`config.mk`:
```
export PLATFORM = sky130hd
export DESIGN_NAME = rom_word_packer
export DESIGN_NICKNAME = d
export VERILOG_FILES = /design/src/rtl/m92_pkg.sv /design/src/rtl/rom_word_fifo.sv /design/src/rtl/rom_word_packer.sv
export SDC_FILE = /design/constraint.sdc
export NUM_CORES = 1
export LEC_CHECK = 0
export BUFFER_PORTS_ARGS = -buffer_cell sky130_fd_sc_hd__buf_2
export CAP_MARGIN = 20
export CELL_PAD_IN_SITES_DETAIL_PLACEMENT = 1
export CELL_PAD_IN_SITES_GLOBAL_PLACEMENT = 2
export CORE_MARGIN = 1.5
export CORE_UTILIZATION = 45
export CTS_CLUSTER_SIZE = 24
export DETAILED_ROUTE_END_ITERATION = 10
export PLACE_DENSITY = 0.83
export SLEW_MARGIN = 10
export SYNTH_ARGS = -nofsm -noshare
export SYNTH_HDL_FRONTEND = slang
export SYNTH_HIERARCHICAL = 1
export SYNTH_SLANG_ARGS = --single-unit
```
`constraint.sdc`:
```
create_clock -name clk_sys -period 5.6 [get_ports clk_sys]
set_input_delay 0.28 -clock clk_sys [delete_from_list [all_inputs] [get_ports clk_sys]]
set_output_delay 0.28 -clock clk_sys [all_outputs]
set_load 0.005 [all_outputs]
```
`src/rtl/m92_pkg.sv`:
```
// Shared types for the ROM download word packer.
// FIFO entry layout, FSM encodings and default buffering depth.
package m92_pkg;

  localparam int DEF_FIFO_DEPTH = 4;

  typedef struct packed {
    logic [24:1] addr;
    logic [15:0] data;
    logic [1:0]  be;
  } word_ent_t;

  typedef enum logic {
    P_EMPTY,
    P_HELD
  } pk_st_e;

  typedef enum logic {
    W_IDLE,
    W_BUSY
  } wr_st_e;

  function automatic word_ent_t part_word(
    input logic [24:1] a,
    input logic        lane,
    input logic [7:0]  b
  );
    word_ent_t e;
    e.addr = a;
    e.data = lane ? {b, 8'h00} : {8'h00, b};
    e.be   = lane ? 2'b10 : 2'b01;
    return e;
  endfunction

endpackage

```
`src/rtl/rom_word_fifo.sv`:
```
// Synchronous word FIFO between the byte packer and the SDRAM writer.
// Registered count and flags; a push to a full FIFO succeeds only alongside a pop.
module rom_word_fifo
  import m92_pkg::*;
#(
  parameter int DEPTH = DEF_FIFO_DEPTH,
  parameter int AW    = $clog2(DEPTH)
) (
  input  logic        clk_i,
  input  logic        rst_ni,
  input  logic        push_i,
  input  word_ent_t   data_i,
  input  logic        pop_i,
  output word_ent_t   data_o,
  output logic        full_o,
  output logic        empty_o,
  output logic        drop_o,
  output logic [AW:0] cnt_nxt_o
);

  localparam logic [AW:0] DEPTH_C = (AW+1)'(DEPTH);

  word_ent_t     mem_q [DEPTH];
  logic [AW-1:0] wptr_q;
  logic [AW-1:0] rptr_q;
  logic [AW:0]   cnt_q;
  logic [AW:0]   cnt_d;
  logic          full_q;
  logic          empty_q;
  logic          push_ok;
  logic          pop_ok;

  assign pop_ok  = pop_i & ~empty_q;
  assign push_ok = push_i & (~full_q | pop_ok);
  assign drop_o  = push_i & ~push_ok;
  assign cnt_d   = cnt_q + (AW+1)'(push_ok)
                 - (AW+1)'(pop_ok);

  always_ff @(posedge clk_i) begin
    if (!rst_ni) begin
      wptr_q  <= '0;
      rptr_q  <= '0;
      cnt_q   <= '0;
      full_q  <= 1'b0;
      empty_q <= 1'b1;
    end else begin
      if (push_ok) wptr_q <= wptr_q + AW'(1);
      if (pop_ok)  rptr_q <= rptr_q + AW'(1);
      cnt_q   <= cnt_d;
      full_q  <= (cnt_d == DEPTH_C);
      empty_q <= (cnt_d == '0);
    end
  end

  always_ff @(posedge clk_i) begin
    if (push_ok) mem_q[wptr_q] <= data_i;
  end

  assign data_o    = mem_q[rptr_q];
  assign full_o    = full_q;
  assign empty_o   = empty_q;
  assign cnt_nxt_o = cnt_d;

endmodule

```
`src/rtl/rom_word_packer.sv`:
```
// Packs ioctl download bytes into 16-bit SDRAM words via a toggle handshake.
// Optional checksum outputs (csum, csum_valid) exist only with ROM_PACKER_CSUM_EN.
module rom_word_packer
  import m92_pkg::*;
#(
  parameter int FIFO_DEPTH  = DEF_FIFO_DEPTH,
  parameter int WAIT_THRESH = FIFO_DEPTH - 1
) (
  input  logic        clk_sys,
  input  logic        reset_n,
  input  logic        ioctl_downl,
  input  logic        ioctl_wr,
  input  logic [24:0] ioctl_addr,
  input  logic [7:0]  ioctl_data,
  output logic        ioctl_wait,
  output logic [24:0] sdr_addr,
  output logic [15:0] sdr_data,
  output logic [1:0]  sdr_be,
  output logic        sdr_req,
  input  logic        sdr_ack,
`ifdef ROM_PACKER_CSUM_EN
  output logic [15:0] csum,
  output logic        csum_valid,
`endif
  output logic        busy
);

  localparam int AW = $clog2(FIFO_DEPTH);
  localparam logic [AW:0] THR = (AW+1)'(WAIT_THRESH);

  pk_st_e      pk_q, pk_d;
  wr_st_e      w_q, w_d;
  logic        downl_q;
  logic        dl_fall;
  logic        wr_acc;
  logic        pair_hit;
  logic [7:0]  held_byte_q;
  logic [24:1] held_addr_q;
  logic        held_lane_q;
  logic        push;
  logic        latch;
  word_ent_t   push_ent;
  word_ent_t   head;
  logic        pop;
  logic        pending;
  logic        fifo_empty;
  logic        fifo_full;
  logic        fifo_drop;
  logic [AW:0] fifo_cnt_nxt;
  logic [24:0] sdr_addr_q;
  logic [15:0] sdr_data_q;
  logic [1:0]  sdr_be_q;
  logic        sdr_req_q;
  logic        wait_q;
  logic        ovf_q;
  logic        busy_w;

  assign wr_acc   = ioctl_wr & ioctl_downl;
  assign dl_fall  = downl_q & ~ioctl_downl;
  assign pair_hit = (held_addr_q == ioctl_addr[24:1])
                  & (held_lane_q != ioctl_addr[0]);
  assign pending  = sdr_req_q ^ sdr_ack;

  rom_word_fifo #(
    .DEPTH (FIFO_DEPTH),
    .AW    (AW)
  ) u_fifo (
    .clk_i     (clk_sys),
    .rst_ni    (reset_n),
    .push_i    (push),
    .data_i    (push_ent),
    .pop_i     (pop),
    .data_o    (head),
    .full_o    (fifo_full),
    .empty_o   (fifo_empty),
    .drop_o    (fifo_drop),
    .cnt_nxt_o (fifo_cnt_nxt)
  );

  always_ff @(posedge clk_sys) begin
    if (!reset_n) begin
      pk_q <= P_EMPTY;
      w_q  <= W_IDLE;
    end else begin
      pk_q <= pk_d;
      w_q  <= w_d;
    end
  end

  always_comb begin
    pk_d = pk_q;
    unique case (pk_q)
      P_EMPTY: if (wr_acc) pk_d = P_HELD;
      P_HELD: begin
        if ((wr_acc && pair_hit) || dl_fall)
          pk_d = P_EMPTY;
      end
    endcase
  end

  // Partial word is the default entry; a pair overrides data and be.
  always_comb begin
    push     = 1'b0;
    latch    = 1'b0;
    push_ent = part_word(held_addr_q, held_lane_q, held_byte_q);
    unique case (pk_q)
      P_EMPTY: latch = wr_acc;
      P_HELD: begin
        unique case (1'b1)
          wr_acc && pair_hit: begin
            push          = 1'b1;
            push_ent.be   = 2'b11;
            push_ent.data = held_lane_q
                          ? {held_byte_q, ioctl_data}
                          : {ioctl_data, held_byte_q};
          end
          wr_acc && !pair_hit: begin
            push  = 1'b1;
            latch = 1'b1;
          end
          dl_fall: push = 1'b1;
          default: ;
        endcase
      end
    endcase
  end

  always_comb begin
    w_d = w_q;
    unique case (w_q)
      W_IDLE: if (!fifo_empty && !pending) w_d = W_BUSY;
      W_BUSY: if (!pending) w_d = W_IDLE;
    endcase
  end

  always_comb begin
    pop    = (w_q == W_IDLE) & ~fifo_empty & ~pending;
    busy_w = (pk_q == P_HELD) | ~fifo_empty | pending;
  end

  // Reset re-aligns sdr_req to sdr_ack, abandoning any open request.
  always_ff @(posedge clk_sys) begin
    if (!reset_n) begin
      downl_q     <= 1'b0;
      held_byte_q <= '0;
      held_addr_q <= '0;
      held_lane_q <= 1'b0;
      sdr_addr_q  <= '0;
      sdr_data_q  <= '0;
      sdr_be_q    <= '0;
      sdr_req_q   <= sdr_ack;
      wait_q      <= 1'b0;
      ovf_q       <= 1'b0;
    end else begin
      downl_q <= ioctl_downl;
      if (latch) begin
        held_byte_q <= ioctl_data;
        held_addr_q <= ioctl_addr[24:1];
        held_lane_q <= ioctl_addr[0];
      end
      if (pop) begin
        sdr_addr_q <= {head.addr, 1'b0};
        sdr_data_q <= head.data;
        sdr_be_q   <= head.be;
        sdr_req_q  <= ~sdr_req_q;
      end
      wait_q <= (fifo_cnt_nxt >= THR);
      ovf_q  <= ovf_q | fifo_drop;
    end
  end

  assign ioctl_wait = wait_q;
  assign sdr_addr   = sdr_addr_q;
  assign sdr_data   = sdr_data_q;
  assign sdr_be     = sdr_be_q;
  assign sdr_req    = sdr_req_q;
  assign busy       = busy_w;

`ifdef ROM_PACKER_CSUM_EN
  logic        dl_rise;
  logic [15:0] csum_q, csum_d;
  logic        cval_q, cval_d;
  logic        fell_q, fell_d;

  assign dl_rise = ~downl_q & ioctl_downl;

  always_comb begin
    csum_d = dl_rise ? 16'h0000 : csum_q;
    if (wr_acc) csum_d = csum_d + {8'h00, ioctl_data};
    fell_d = dl_rise ? 1'b0 : (fell_q | dl_fall);
    cval_d = dl_rise ? 1'b0 : (cval_q | (fell_q & ~busy_w));
  end

  always_ff @(posedge clk_sys) begin
    if (!reset_n) begin
      csum_q <= '0;
      cval_q <= 1'b0;
      fell_q <= 1'b0;
    end else begin
      csum_q <= csum_d;
      cval_q <= cval_d;
      fell_q <= fell_d;
    end
  end

  assign csum       = csum_q;
  assign csum_valid = cval_q;
`endif

endmodule

```
## Word-level counts from Yosys, hierarchy flattened

Memories as Yosys holds them, arrays and structs flattened. A register that Yosys moved wholly into a read port is not among the register bits.
Index checks and enable logic that the tools add are counted.
W data, S select, Z words.

- RAM bits: 168
- Memories kept: 1
- Input bits: 38
- Register bits: 47
- Output and inout port bits: 46
- Logic and storage cells: 70

- Order comparisons: 1
- Eq/ne operators: 4
- Reductions and logical operators: 10
- Add/subtract/negate cells: 4
- Mux-type cells: 19
- Bitwise gates (word level): 18

Memory list:

| memory | depth | width | read ports | clocked after Yosys merged registers in | write ports | line | RTL |
|---|---|---|---|---|---|---|---|
| u_fifo.mem_q | 4 | 42 | 1 | 1 | 1 | rom_word_fifo.sv:23 | `word_ent_t mem_q [DEPTH];` |

Operators by type and width:

| kind | count |
|---|---|
| $mux W18 | 2 |
| $mux W16 | 2 |
| $eq A24 B24 Y1 | 1 |
| $mux W1 | 11 |
| $and A1 B1 Y1 | 7 |
| $not A1 Y1 | 7 |
| $pmux W1 S2 | 3 |
| $add A2 B1 Y2 const B | 2 |
| $logic_not A1 Y1 | 4 |
| $add A3 B1 Y3 | 1 |
| $eq A3 B3 Y1 const B | 1 |
| $ge A3 B2 Y1 const B | 1 |
| $logic_and A1 B1 Y1 | 3 |
| $logic_not A3 Y1 | 1 |
| $or A1 B1 Y1 | 3 |
| $reduce_or A3 Y1 | 1 |
| $sub A3 B1 Y3 | 1 |
| $mux W2 | 1 |
| $ne A2 B1 Y1 const B | 1 |
| $logic_or A1 B1 Y1 | 1 |
| $ne A1 B1 Y1 | 1 |
| $xor A1 B1 Y1 | 1 |

## Longest topological paths before layout

Gate-level depths: netlist (run 1).

- Depth in word-level cells: 11
- Mapped depth: 17
- Gate-level depth less buffers: 15

## Modules after synthesis

The synthesis (run 1) kept the hierarchy.

By module, submodules not included:

| module | area each (sq um) | times used | sequential area each (sq um) | cells an instance |
|---|---|---|---|---|
| rom_word_fifo | 6643.9 | 1 | 5265.0 | 272 |
| rom_word_packer | 3718.6 | 1 | 1611.5 | 444 |

## Worst setup path before layout (run 1)

Ideal clock, no wire load.

- Path kind: reg2reg
- Start point: register sdr_req_q, in the netlist sdr_req
- End point: register u_fifo.full_q, in the netlist u_fifo/full_o
- Setup time: 0.061 ns
- Path slack: 2.275 ns
- Arrival: 3.264 ns
- Buffers on the path: 2
- Required time: 5.539 ns
- Clock period less this slack: 3.325 ns
- Stages on the path, launching flop included: 17
- Cell sequence: edfxtp_1 xor2_1 or3_1 buf_2 inv_2 buf_2 nand2b_4 a21boi_1 inv_1 ha_1 inv_1 ha_1 inv_1 fa_1 xnor2_1 xnor2_1 and4b_1

- Cells in the longest elaborated chain, start to end: 9

RTL lines:

| element | line | RTL |
|---|---|---|
| from (decl) | rom_word_packer.sv:53 | `logic sdr_req_q;` |
| from (signal assigned) | rom_word_packer.sv:151 | `sdr_req_q <= sdr_ack;` |
| from (signal assigned) | rom_word_packer.sv:165 | `sdr_req_q <= ~sdr_req_q;` |
| $xor A1 B1 Y1 (*) | rom_word_packer.sv:62 | `assign pending = sdr_req_q ^ sdr_ack;` |
| $not A1 Y1 (*) | rom_word_packer.sv:137 | `pop = (w_q == W_IDLE) & ~fifo_empty & ~pending;` |
| $and A1 B1 Y1 (*) | rom_word_packer.sv:137 |  |
| net pop | rom_word_packer.sv:44 | `logic pop;` |
| $and A1 B1 Y1 (*) | rom_word_fifo.sv:33 | `assign pop_ok = pop_i & ~empty_q;` |
| $or A1 B1 Y1 | rom_word_fifo.sv:34 | `assign push_ok = push_i & (~full_q \| pop_ok);` |
| $and A1 B1 Y1 | rom_word_fifo.sv:34 |  |
| $add A3 B1 Y3 | rom_word_fifo.sv:36 | `assign cnt_d = cnt_q + (AW+1)'(push_ok)` |
| $sub A3 B1 Y3 (*) | rom_word_fifo.sv:37 | `- (AW+1)'(pop_ok);` |
| net fifo_cnt_nxt[2] | rom_word_packer.sv:49 | `logic [AW:0] fifo_cnt_nxt;` |
| $eq A3 B3 Y1 (*) | rom_word_fifo.sv:50 | `full_q <= (cnt_d == DEPTH_C);` |
| to (signal assigned) | rom_word_fifo.sv:50 |  |
| to (decl) | rom_word_fifo.sv:28 | `logic full_q;` |

Mark *: on every way through the listed nets, which the timed path passes. The rest lies on a longest branch.
A chain may end at the register's enable or synchronous reset.

## Final worst setup path (run 1)

- Start point: register sdr_req_q, in the netlist sdr_req
- End point: register u_fifo.full_q, in the netlist u_fifo/full_o

- Cells in the longest elaborated chain, start to end: 9

RTL lines:

| element | line |
|---|---|
| $xor A1 B1 Y1 (*) | rom_word_packer.sv:62 |
| $not A1 Y1 (*) | rom_word_packer.sv:137 |
| $and A1 B1 Y1 (*) | rom_word_packer.sv:137 |
| $and A1 B1 Y1 (*) | rom_word_fifo.sv:33 |
| $or A1 B1 Y1 | rom_word_fifo.sv:34 |
| $and A1 B1 Y1 | rom_word_fifo.sv:34 |
| $add A3 B1 Y3 | rom_word_fifo.sv:36 |
| $sub A3 B1 Y3 (*) | rom_word_fifo.sv:37 |
| net fifo_cnt_nxt[2] | rom_word_packer.sv:49 |
| $eq A3 B3 Y1 (*) | rom_word_fifo.sv:50 |

Marked as above.

==> summary.md, run 1 <==
| Metric | Value |
|---|---|
| Global-route wire length before repair | `34.8 mm` |
| # resized after CTS | `0` |
| DRC viols | `0` |
| Clock sink count | `around 260` |
| H-Tree Depth | `1` |
| P&R area growth vs syn | `14.6%` |
| Final Hold Fails | `0` |
| Core Box Area | `around 0.023 mm²` |
| CTS tree | `done` |
| Congestion Overflow GR | `0` |
| Pin count of the biggest net entering global routing | `around 130` |
| Peak VDD IR | `0.240 mV` |
| CP max FO | `45` |
| Period minus WS final | `approximately 4.2 ns` |
| Clock Tree Root | `clkbuf_16` |
| PD cells | `334 mW/mm²` |
| Final setup margin | `approximately 1.4 ns` |
| GRT Util Overall | `0.188` |
| Initial Util | `0.457` |
| Setup Skew | `between 0.01 and 0.015 ns` |
| Reg clk slew, reported paths | `0.06 ns` |
| Max Transition Viols Final | `0` |
| Io pins | `84` |
| IO buf count | `82` |
| Drt total wl | `between 20 and 25 mm` |
| Worst Path Arrival | `4.62 ns` |
| Initial antenna violation count | `0` |
| Share of cells above drive strength 1 | `0.236` |
| CTS Buffer Depth | `3` |
| Leakage power | `roughly 4.2 nW` |
| Row count | `55` |
| Status | `finished clean` |
| TritonCTS Buffers | `27` |
| Chip Width | `155 µm` |
| Later-pin clock latency in the skew report | `between 0.5 and 0.6 ns` |
| Vias per inst | `between 5 and 6` |
| Worst relative slew slack | `0.383` |
| Fin crit share | `0.745` |
| Die height | `roughly 150 µm` |
| Worst setup EP type | `register` |
| WS Path Type | `reg2reg` |
| GP Congestion | `approximately 0.69` |
| Synthesized area per cell | `around 14 µm²` |
| Final setup TNS | `0 ns` |
| Mapped cell area | `roughly 0.010 mm²` |
| 1st-iter DRT viols | `between 300 and 400` |
| F_max | `around 0.24 GHz` |
| Yosys Warn Count | `6` |
| DR pass1 iterations | `4` |
| Data required time at the worst endpoint | `about 6.1 ns` |
| Number of global-route vias before repair | `6291` |
| Fin nets | `840` |
| Number of max-cap violations | `0` |
| Routed WL per cell | `around 20 µm` |
| RSZ-0062 raised after global routing | `false` |
| Startpoint Class | `register` |
| Inserted Diodes | `0` |
| Worst slew pin tran | `about 0.9 ns` |
| # setup viols final | `0` |
| Syn Nets | `760` |
| Die area | `about 0.024 mm²` |
| Antenna Violating Nets Remaining | `0` |
| DP HPWL | `between 10 and 15 mm` |
| Synth Instances | `715` |
| Worst min-delay path category | `in2reg` |
| DP Worst Slack | `approximately 1.4 ns` |
| Via count | `5784` |
==> path summary, 6_finish.rpt <==
kind / from / slack (ns) / depth (start not counted) / to
worst max-delay path: sdr_req / 1.43 / 14 / u_fifo/full_o
worst min-delay path: ioctl_addr[8] / 0.03 / 3 / held_addr_q[8]
worst max register to register: sdr_req / 1.43 / 14 / u_fifo/full_o
worst min register to register: sdr_addr[11] / 0.46 / 2 / sdr_addr[11]
==> stage by stage <==
step           total power [mW]  area [µm²]  instances  hold slack [ns]  utilization
6_report                   3.97       11900       1100           0.0291        0.524
2_1_floorplan              2.26       10400        715            0.402            -
4_1_cts                    4.01       11800       1099          0.00957        0.523
5_1_grt                    4.10       11900       1100           0.0325        0.524
3_3_place_gp               2.32       10900       1044            0.449        0.481
3_5_place_dp               2.34       11000       1049            0.456        0.486
==> critical path, cell delays in order (launching register included) <==
cell      delay [ns]
edfxtp_1        0.43
xor2_1          0.19
or3_2           0.83
inv_2           0.21
nand2b_4        0.07
a21boi_1        0.53
inv_1           0.15
ha_1            0.33
inv_1           0.06
ha_1            0.13
inv_1           0.05
fa_1            0.39
xnor2_1         0.17
xnor2_1         0.32
and4b_1         0.25
==> layout by cell type, fill, tap and decap left out, types with 2 or more instances in the layout <==
master,instances
nand4_1,5
inv_1,17
clkinv_2,4
buf_16,3
nand2_1,177
nand2b_1,12
edfxtp_1,169
a21boi_1,7
and2_1,6
dfxtp_2,2
clkbuf_8,4
xnor2_1,25
o22ai_2,8
nor2b_1,2
buf_12,3
buf_2,81
mux4_2,40
mux4_1,2
and2_2,4
mux2i_1,35
o21ai_0,7
clkbuf_1,12
a21oi_1,2
buf_4,5
clkbuf_16,28
nor2_1,2
ha_1,6
dfxtp_1,88
a21boi_0,38
xor2_1,2
==> metal layers <==
| metal | track usage | wire length, µm | vias up |
|---|---|---|---|
| li1 | - | - | 2720 |
| met1 | 0.246 | 9800 | 2952 |
| met2 | 0.337 | 11200 | 88 |
| met3 | 0.0224 | 626 | 24 |
| met4 | 0.0412 | 303 | 0 |
| met5 | 0 | 0 | - |
==> state kept, by name, indices dropped and copies added, names as in the netlist, named ones only <==
name and flops:
pk_q 1, w_q 1, downl_q 1, u_fifo/wptr_q 2, u_fifo/full_o 1, ioctl_wait 1, sdr_req 1, sdr_addr 24
sdr_data 16, sdr_be 2, u_fifo/cnt_q 3, u_fifo/mem_q 168, u_fifo/rptr_q 2, held_addr_q 24, held_byte_q 8, held_lane_q 1
u_fifo/empty_o 1
==> power breakdown <==
| group | switching, mW | internal, mW |
|---|---|---|
| registers | 0.0300 | 2.07 |
| logic | 0.116 | 0.0842 |
| clock network | 0.694 | 0.975 |
| total | 0.839 | 3.13 |
==> area by class of cell <==
type                       instances  area (µm²)
sequential                       259        6880
clock inverter                     5        31.3
clock buffer                      44         801
fill                            2197       10800
inverter                          18        67.6
tap                              285         357
multi-input combinational        396        3140
timing repair buffer              93         596
==> repair_timing <==
item / in CTS / in global routing
setup buffers: 0 / 0
endpoints found under the hold margin: 1 / 0
hold buffers: 1 / 0
Note: power is estimated with default switching activity, not from simulation.
==> run 2, diff against run 1 <==
--- a/config.mk
+++ b/config.mk
@@ -5,15 +5,16 @@
 export SDC_FILE = /design/constraint.sdc
 export NUM_CORES = 1
 export LEC_CHECK = 0
+export ABC_AREA = 1
 export BUFFER_PORTS_ARGS = -buffer_cell sky130_fd_sc_hd__buf_2
 export CAP_MARGIN = 20
 export CELL_PAD_IN_SITES_DETAIL_PLACEMENT = 1
 export CELL_PAD_IN_SITES_GLOBAL_PLACEMENT = 2
 export CORE_MARGIN = 1.5
-export CORE_UTILIZATION = 45
+export CORE_UTILIZATION = 38
 export CTS_CLUSTER_SIZE = 24
 export DETAILED_ROUTE_END_ITERATION = 10
-export PLACE_DENSITY = 0.83
+export PLACE_DENSITY = 0.79
 export SLEW_MARGIN = 10
 export SYNTH_ARGS = -nofsm -noshare
 export SYNTH_HDL_FRONTEND = slang
==> constraint.sdc (replaced) <==
create_clock -name clk_sys -period 4.35 [get_ports clk_sys]
set_input_delay 0.2175 -clock clk_sys [delete_from_list [all_inputs] [get_ports clk_sys]]
set_output_delay 0.2175 -clock clk_sys [all_outputs]
set_load 0.005 [all_outputs]
==> run 2 against run 1 <==
Area after synthesis rose by 3.3%. Non-clock buffer count rose by 7. Critical endpoint is now ioctl_wait. Worst hold slack got worse by 0.013 ns. Largest cell class unchanged. Register-to-register slack got worse by 0.10 ns. Flip-flop and latch count did not move. Sequential power rose by 31%. Highest routed layer unchanged. Utilization fell by 7.9 points. Synthesized cell count rose by 53%.
==> summary.md, run 2 <==
| Metric | Value |
|---|---|
| Status | `finished clean` |
| Max Transition Viols Final | `0` |
| H-Tree Depth | `1` |
| DR pass1 iterations | `4` |
| Cells along the critical path | `or2_1 -> nand2_1 -> nor3_4 -> nand2_1 -> nand2_1 -> nand2_1 -> ha_1 -> inv_1 -> ha_1 -> inv_1 -> fa_1 -> inv_1 -> nand2_1 -> nand2_1 -> nand2_1 -> nand2_1 -> inv_1 -> a21oi_1 -> nor2_1` |
| # setup viols final | `0` |
| Data required time at the worst endpoint | `about 4.8 ns` |
| Die height | `about 170 µm` |
| Worst Path Arrival | `3.46 ns` |
| Yosys Warn Count | `6` |
| CTS tree | `done` |
| Top delay family on crit path | `simple AND/OR/NAND/NOR gates` |
| R2r startpoint | `sdr_req` |
| CP max stage delay | `roughly 0.42 ns` |
| Fin nets | `around 1200` |
| Synth Instances | `roughly 1100` |
| Setup Skew | `around 0.011 ns` |
| Core Box Area | `~0.028 mm²` |
| Post-CTS Setup Bufs | `0` |
| Clock Tree Root | `clkbuf_16` |
| DP Worst Slack | `1.36 ns` |
| Reg clk slew, reported paths | `about 0.06 ns` |
| Peak VDD IR | `between 0.2 and 0.3 mV` |
| Clock sink count | `~260` |
| Flop2flop setup slack | `roughly 1.3 ns` |
| Fillers | `around 3200` |
| Final Hold Fails | `0` |
| Hold path start | `ioctl_addr[14]` |
| Largest register FFs | `168` |
| Io pins | `84` |
| Leakage power | `5.09 nW` |
| Syn Nets | `between 1000 and 1500` |
| CTS Buffer Depth | `3` |
| Total power draw | `between 5 and 6 mW` |
| Number of max-cap violations | `0` |
| Die area | `between 0.02 and 0.03 mm²` |
| Worst min-delay path category | `in2reg` |
| Power Internal | `between 4 and 5 mW` |
| Later-pin clock latency in the skew report | `~0.55 ns` |
| M1 GR Usage | `0.260` |
| Drt total wl | `27.7 mm` |
| Startpoint Class | `register` |
| R2R depth | `19` |
| WS Path Type | `reg2reg` |
| F_max | `between 0.3 and 0.4 GHz` |
| Worst setup EP type | `register` |
| GRT met2 Usage | `0.340` |
| Via count | `slightly below 8000` |
| 1st-iter DRT viols | `280` |
| PD cells | `about 450 mW/mm²` |
| Global-route wire length before repair | `43.7 mm` |
| Most common cell after layout, fill and taps aside | `nor2_1` |
| Worst path slowest cell | `edfxtp_1` |
| Worst slew pin tran | `about 1.0 ns` |
| DRC viols | `0` |
| Initial antenna violation count | `0` |
| Antenna Violating Nets Remaining | `0` |
| Final setup TNS | `0 ns` |
| Most used cell, CP | `nand2_1` |
| Period minus WS final | `slightly above 3 ns` |
| Worst Path Buf+Inv | `4` |
| Number of global-route vias before repair | `between 7000 and 8000` |
| End of the worst hold path | `held_addr_q[14]` |
| GP Congestion | `about 0.73` |
| GRT Util Overall | `0.196` |
| Worst relative slew slack | `0.335` |
| Gate power share | `0.065` |
| Congestion Overflow GR | `0` |
| Chip Width | `between 150 and 200 µm` |
| CP max FO | `5` |
| P&R area growth vs syn | `15.6%` |
| Flop pwr share | `0.498` |
| Final setup margin | `~1.3 ns` |
| Share of cells above drive strength 1 | `0.155` |
| Fin crit share | `0.694` |
| Pin count of the biggest net entering global routing | `67` |
| Most frequent cells in the layout | `nor2_1 (245), edfxtp_1 (169), nand2_1 (164)` |
| TritonCTS Buffers | `29` |
| Mapped cell area | `between 0.01 and 0.015 mm²` |
| RSZ-0062 raised after global routing | `false` |
| Initial Util | `0.385` |
| DP HPWL | `roughly 16 mm` |
| Switching power | `1.26 mW` |
| Row count | `between 60 and 70` |
| Vias per inst | `between 4 and 5` |
| IO buf count | `82` |
| Switching Share | `0.228` |
| Inserted Diodes | `0` |
| Reg-to-reg endpoint | `ioctl_wait` |
| Routed WL per cell | `17.6 µm` |
| Top reg by flops | `u_fifo/mem_q` |
| Clock share of power | `0.437` |
| WHS Path Cells | `5` |
| Gr busiest metal | `met2` |
| Grt met3 use | `0.0266` |
| Synthesized area per cell | `just under 10 µm²` |
==> run 2: changes by cell type in the layout (fill, tap and decap cells not counted), moves of 10 or more <==
cell	delta
nor2_1	+243
o21ai_0	+108
inv_1	+69
o22ai_1	+42
mux4_2	-40
nand3_1	+39
a21boi_0	-38
mux2i_1	-35
o21ai_1	+23
xnor2_1	-23
nand2_1	-13
nand2b_1	-12
nor2_2	+11
buf_4	+10
==> run 2: cell type report <==
class                   count  area, µm²  share of cell area
clock buffers              36        782              0.0632
clock inverters            18        170              0.0138
inverters                  93        350              0.0283
multi-input cells         686       3160               0.256
flip-flops and latches    259       6880               0.556
well taps                 378        473              0.0382
repair buffers            100        553              0.0447
==> run 2: routing by layer <==
metal | part of all wire | vias up
met5 | 0 | -
met4 | 0.014 | 0
met3 | 0.036 | 27
met2 | 0.48 | 115
met1 | 0.47 | 3769
li1 | - | 3779
==> run 2: worst min-delay path: stages <==
cell and delay, ns:
buf_2 0.09, inv_1 0.04, nand3_1 0.07, nand2_1 0.05, nor2_1 0.07
==> run 2: metrics by stage <==
stage               instances  area (µm²)   util  hold WS (ns)
finish                   1570       12400  0.445        0.0164
global route             1570       12400  0.445        0.0404
CTS                      1570       12400  0.445       0.00469
detailed placement       1513       11400  0.410         0.434
global placement         1513       11400  0.410         0.435
floorplan                1095       10700      -         0.286
==> run 2: timing repair <==
item,4_1_cts,5_1_grt
gates resized for setup,0,0
hold buffers,3,0
endpoints found under the hold margin,3,0
==> run 2: worst max path at each step <==
| stage | slack, ns | cells after the start | startpoint | endpoint |
|---|---|---|---|---|
| after global placement | 1.46 | 19 | sdr_req | ioctl_wait |
| after detailed placement | 1.36 | 19 | sdr_req | ioctl_wait |
| after floorplan | 0.64 | 8 | sdr_req | u_fifo/mem_q[0][0] |
| final | 1.33 | 19 | sdr_req | ioctl_wait |
| after CTS | 1.30 | 19 | sdr_req | ioctl_wait |
| after global routing | 1.06 | 19 | sdr_req | ioctl_wait |
==> run 2: power by group through the flow <==
stage	registers (mW)	clock network, mW	logic [mW]
finish	2.76	2.42	0.361
global route	2.77	2.57	0.417
CTS	2.76	2.48	0.370
detailed placement	2.81	0	0.365
global placement	2.81	0	0.357
floorplan	2.80	0	0.219
==> run 3, diff against run 2 <==
--- a/config.mk
+++ b/config.mk
@@ -5,16 +5,16 @@
 export SDC_FILE = /design/constraint.sdc
 export NUM_CORES = 1
 export LEC_CHECK = 0
-export ABC_AREA = 1
+export ABC_AREA = 0
 export BUFFER_PORTS_ARGS = -buffer_cell sky130_fd_sc_hd__buf_2
 export CAP_MARGIN = 20
 export CELL_PAD_IN_SITES_DETAIL_PLACEMENT = 1
 export CELL_PAD_IN_SITES_GLOBAL_PLACEMENT = 2
 export CORE_MARGIN = 1.5
-export CORE_UTILIZATION = 38
+export CORE_UTILIZATION = 39
 export CTS_CLUSTER_SIZE = 24
 export DETAILED_ROUTE_END_ITERATION = 10
-export PLACE_DENSITY = 0.79
+export PLACE_DENSITY = 0.76
 export SLEW_MARGIN = 10
 export SYNTH_ARGS = -nofsm -noshare
 export SYNTH_HDL_FRONTEND = slang
==> constraint.sdc (replaced) <==
create_clock -name clk_sys -period 2.49 [get_ports clk_sys]
set_input_delay 0.1245 -clock clk_sys [delete_from_list [all_inputs] [get_ports clk_sys]]
set_output_delay 0.1245 -clock clk_sys [all_outputs]
set_load 0.005 [all_outputs]
==> run 3 against run 2 <==
The run now ends with setup timing left. Combinational power rose by 47%. Fmax rose by 5.7%. Clock power rose by 58%. First-iteration DRC count fell by 13%. Via count fell by 21%. Clock skew fell by 0.0038 ns. Critical path depth fell by 5. Die area fell by 5.6%. Clock-buffer cell count rose by 3.
==> summary.md, run 3 (same netlist as run 1, synthesis figures left out) <==
| Metric | Value |
|---|---|
| Flop pwr share | `0.520` |
| Most frequent cells in the layout | `nand2_1 (177), edfxtp_1 (169), dfxtp_1 (88)` |
| F_max | `0.350 GHz` |
| Leakage power | `~4.5 nW` |
| Switching Share | `0.213` |
| Routed WL per cell | `approximately 20 µm` |
| Clock Tree Root | `clkbuf_16` |
| IO buf count | `between 80 and 90` |
| Later-pin clock latency in the skew report | `0.53 ns` |
| Period minus WS final | `between 2 and 3 ns` |
| Via count | `between 6000 and 7000` |
| Die height | `between 150 and 200 µm` |
| Worst relative slew slack | `0.604` |
| WL met3 | `between 800 and 900 µm` |
| Clock sink count | `259` |
| Global-route wire length before repair | `between 30 and 40 mm` |
| Pin count of the biggest net entering global routing | `between 70 and 80` |
| Final setup margin | `-0.367 ns` |
| Drt total wl | `roughly 24 mm` |
| Most used cell, CP | `inv_2` |
| Chip Width | `~170 µm` |
| Top reg by flops | `u_fifo/mem_q` |
| Data required time at the worst endpoint | `around 3 ns` |
| Top Metal Used | `met4` |
| Initial Util | `0.397` |
| Die area | `0.0275 mm²` |
| GRT Util Overall | `0.172` |
| Final Instance Area | `between 0.01 and 0.015 mm²` |
| TritonCTS Buffers | `27` |
| GP Congestion | `just over 0.7` |
| Startpoint Class | `register` |
| Fin nets | `896` |
| Worst min-delay path category | `in2reg` |
| Largest register FFs | `168` |
| Congestion Overflow GR | `0` |
| Fin crit share | `1.15` |
| Most common cell after layout, fill and taps aside | `nand2_1` |
| Final Hold Fails | `0` |
| M1 wire length | `between 9 and 10 mm` |
| CTS tree | `done` |
| Worst Path Arrival | `about 3.3 ns` |
| Status | `complete, but fails checks` |
| Worst slew pin tran | `0.594 ns` |
| Top delay family on crit path | `simple AND/OR/NAND/NOR gates` |
| Switching power | `roughly 1.9 mW` |
| DR pass1 iterations | `6` |
| Reg clk slew, reported paths | `around 0.06 ns` |
| Gate power share | `0.059` |
| Peak VDD IR | `0.387 mV` |
| Flop2flop setup slack | `-0.37 ns` |
| Worst path slowest cell | `edfxtp_1` |
| Post-DP Area | `around 0.011 mm²` |
| P&R area growth vs syn | `21.7%` |
| Setup Skew | `0.00698 ns` |
| RSZ-0062 raised after global routing | `true` |
| Failing checks | `setup timing` |
| Initial antenna violation count | `1` |
| CTS Buffer Depth | `3` |
| DP HPWL | `approximately 14 mm` |
| Number of max-cap violations | `0` |
| Core Box Area | `roughly 0.026 mm²` |
| Worst setup EP type | `register` |
| Vias per inst | `between 5 and 6` |
| CP max FO | `4` |
| Clock share of power | `0.421` |
| CP max stage delay | `about 0.41 ns` |
| DRC viols | `0` |
| Met2 routed WL | `12.1 mm` |
| Worst Path Buf+Inv | `4` |
| Cells along the critical path | `xor2_1 -> or3_4 -> inv_4 -> nand2b_4 -> a21boi_4 -> inv_2 -> ha_4 -> inv_2 -> ha_4 -> inv_2 -> fa_2 -> xnor2_2 -> xnor2_2 -> and4b_1` |
| Antenna Violating Nets Remaining | `0` |
| PD cells | `roughly 700 mW/mm²` |
| DP Worst Slack | `-0.497 ns` |
| H-Tree Depth | `1` |
| Max Transition Viols Final | `0` |
| Row count | `~60` |
| 1st-iter DRT viols | `244` |
| Number of global-route vias before repair | `slightly below 7000` |
| # setup viols final | `5` |
| Io pins | `84` |
| Share of cells above drive strength 1 | `0.254` |
| Power Internal | `7.14 mW` |
| WS Path Type | `reg2reg` |
[run 3: cell count changes in the layout (fill, tap and decap cells not counted), sizes merged, moves of 40 or more]
| cell | change |
|---|---|
| nor2 | -261 |
| o21ai | -138 |
| inv | -74 |
| a21boi | +45 |
| mux4 | +42 |
| nand3 | -40 |
[run 3: power by group through the flow]
stage	Clock [mW]	Combinational, mW	Sequential, mW
finish	3.82	0.531	4.72
global route	4.07	0.590	4.73
CTS	3.92	0.536	4.72
detailed placement	0	0.473	4.81
global placement	0	0.456	4.80
floorplan	0	0.292	4.79
[run 3: worst paths after layout]
kind                             startpoint            end  depth (start not counted)
worst min register to register  sdr_data[4]    sdr_data[4]                          2
worst min-delay path                sdr_ack            w_q                          5
worst max register to register      sdr_req  u_fifo/full_o                         14
worst max-delay path                sdr_req  u_fifo/full_o                         14
[run 3: cell type report]
class,count,area [µm²]
repair buffers,149,1200
flip-flops and latches,259,6880
multi-input cells,396,3210
fillers,2616,13500
diodes,1,2.50
clock buffers,39,731
well taps,335,419
inverters,18,70.1
clock inverters,10,96.3
[run 3: worst reg2reg max path, stage by stage, from the launching register on]
cell      delay [ns]
edfxtp_1        0.41
xor2_1          0.20
or3_4           0.39
inv_4           0.08
nand2b_4        0.06
a21boi_4        0.16
inv_2           0.06
ha_4            0.21
inv_2           0.06
ha_4            0.12
inv_2           0.04
fa_2            0.36
xnor2_2         0.16
xnor2_2         0.25
and4b_1         0.24
[run 3: per-stage QoR]
step	power (mW)	util	hold WS (ns)	TNS, ns	instances
2_1_floorplan	5.09	-	0.246	-8.39	715
3_3_place_gp	5.26	0.430	0.359	-1.34	1114
3_5_place_dp	5.28	0.430	0.362	-2.00	1114
4_1_cts	9.17	0.480	0.0533	-31.27	1207
5_1_grt	9.39	0.484	0.0817	-2.08	1207
6_report	9.07	0.484	0.0616	-1.46	1207
[run 3: timing repair]
action | in CTS | in global routing
hold endpoints to repair | 35 | 0
pin swaps | 5 | 10
endpoints found under the setup margin | 5 | 173
resized for setup | 14 | 8
setup buffers | 10 | 3
gates cloned | 0 | 3
hold buffers | 35 | 0
[run 3: per-layer routing]
layer,vias up,track usage
met2,109,0.302
met4,0,0.0721
met5,-,0
li1,2834,-
met1,3050,0.213
met3,47,0.0260
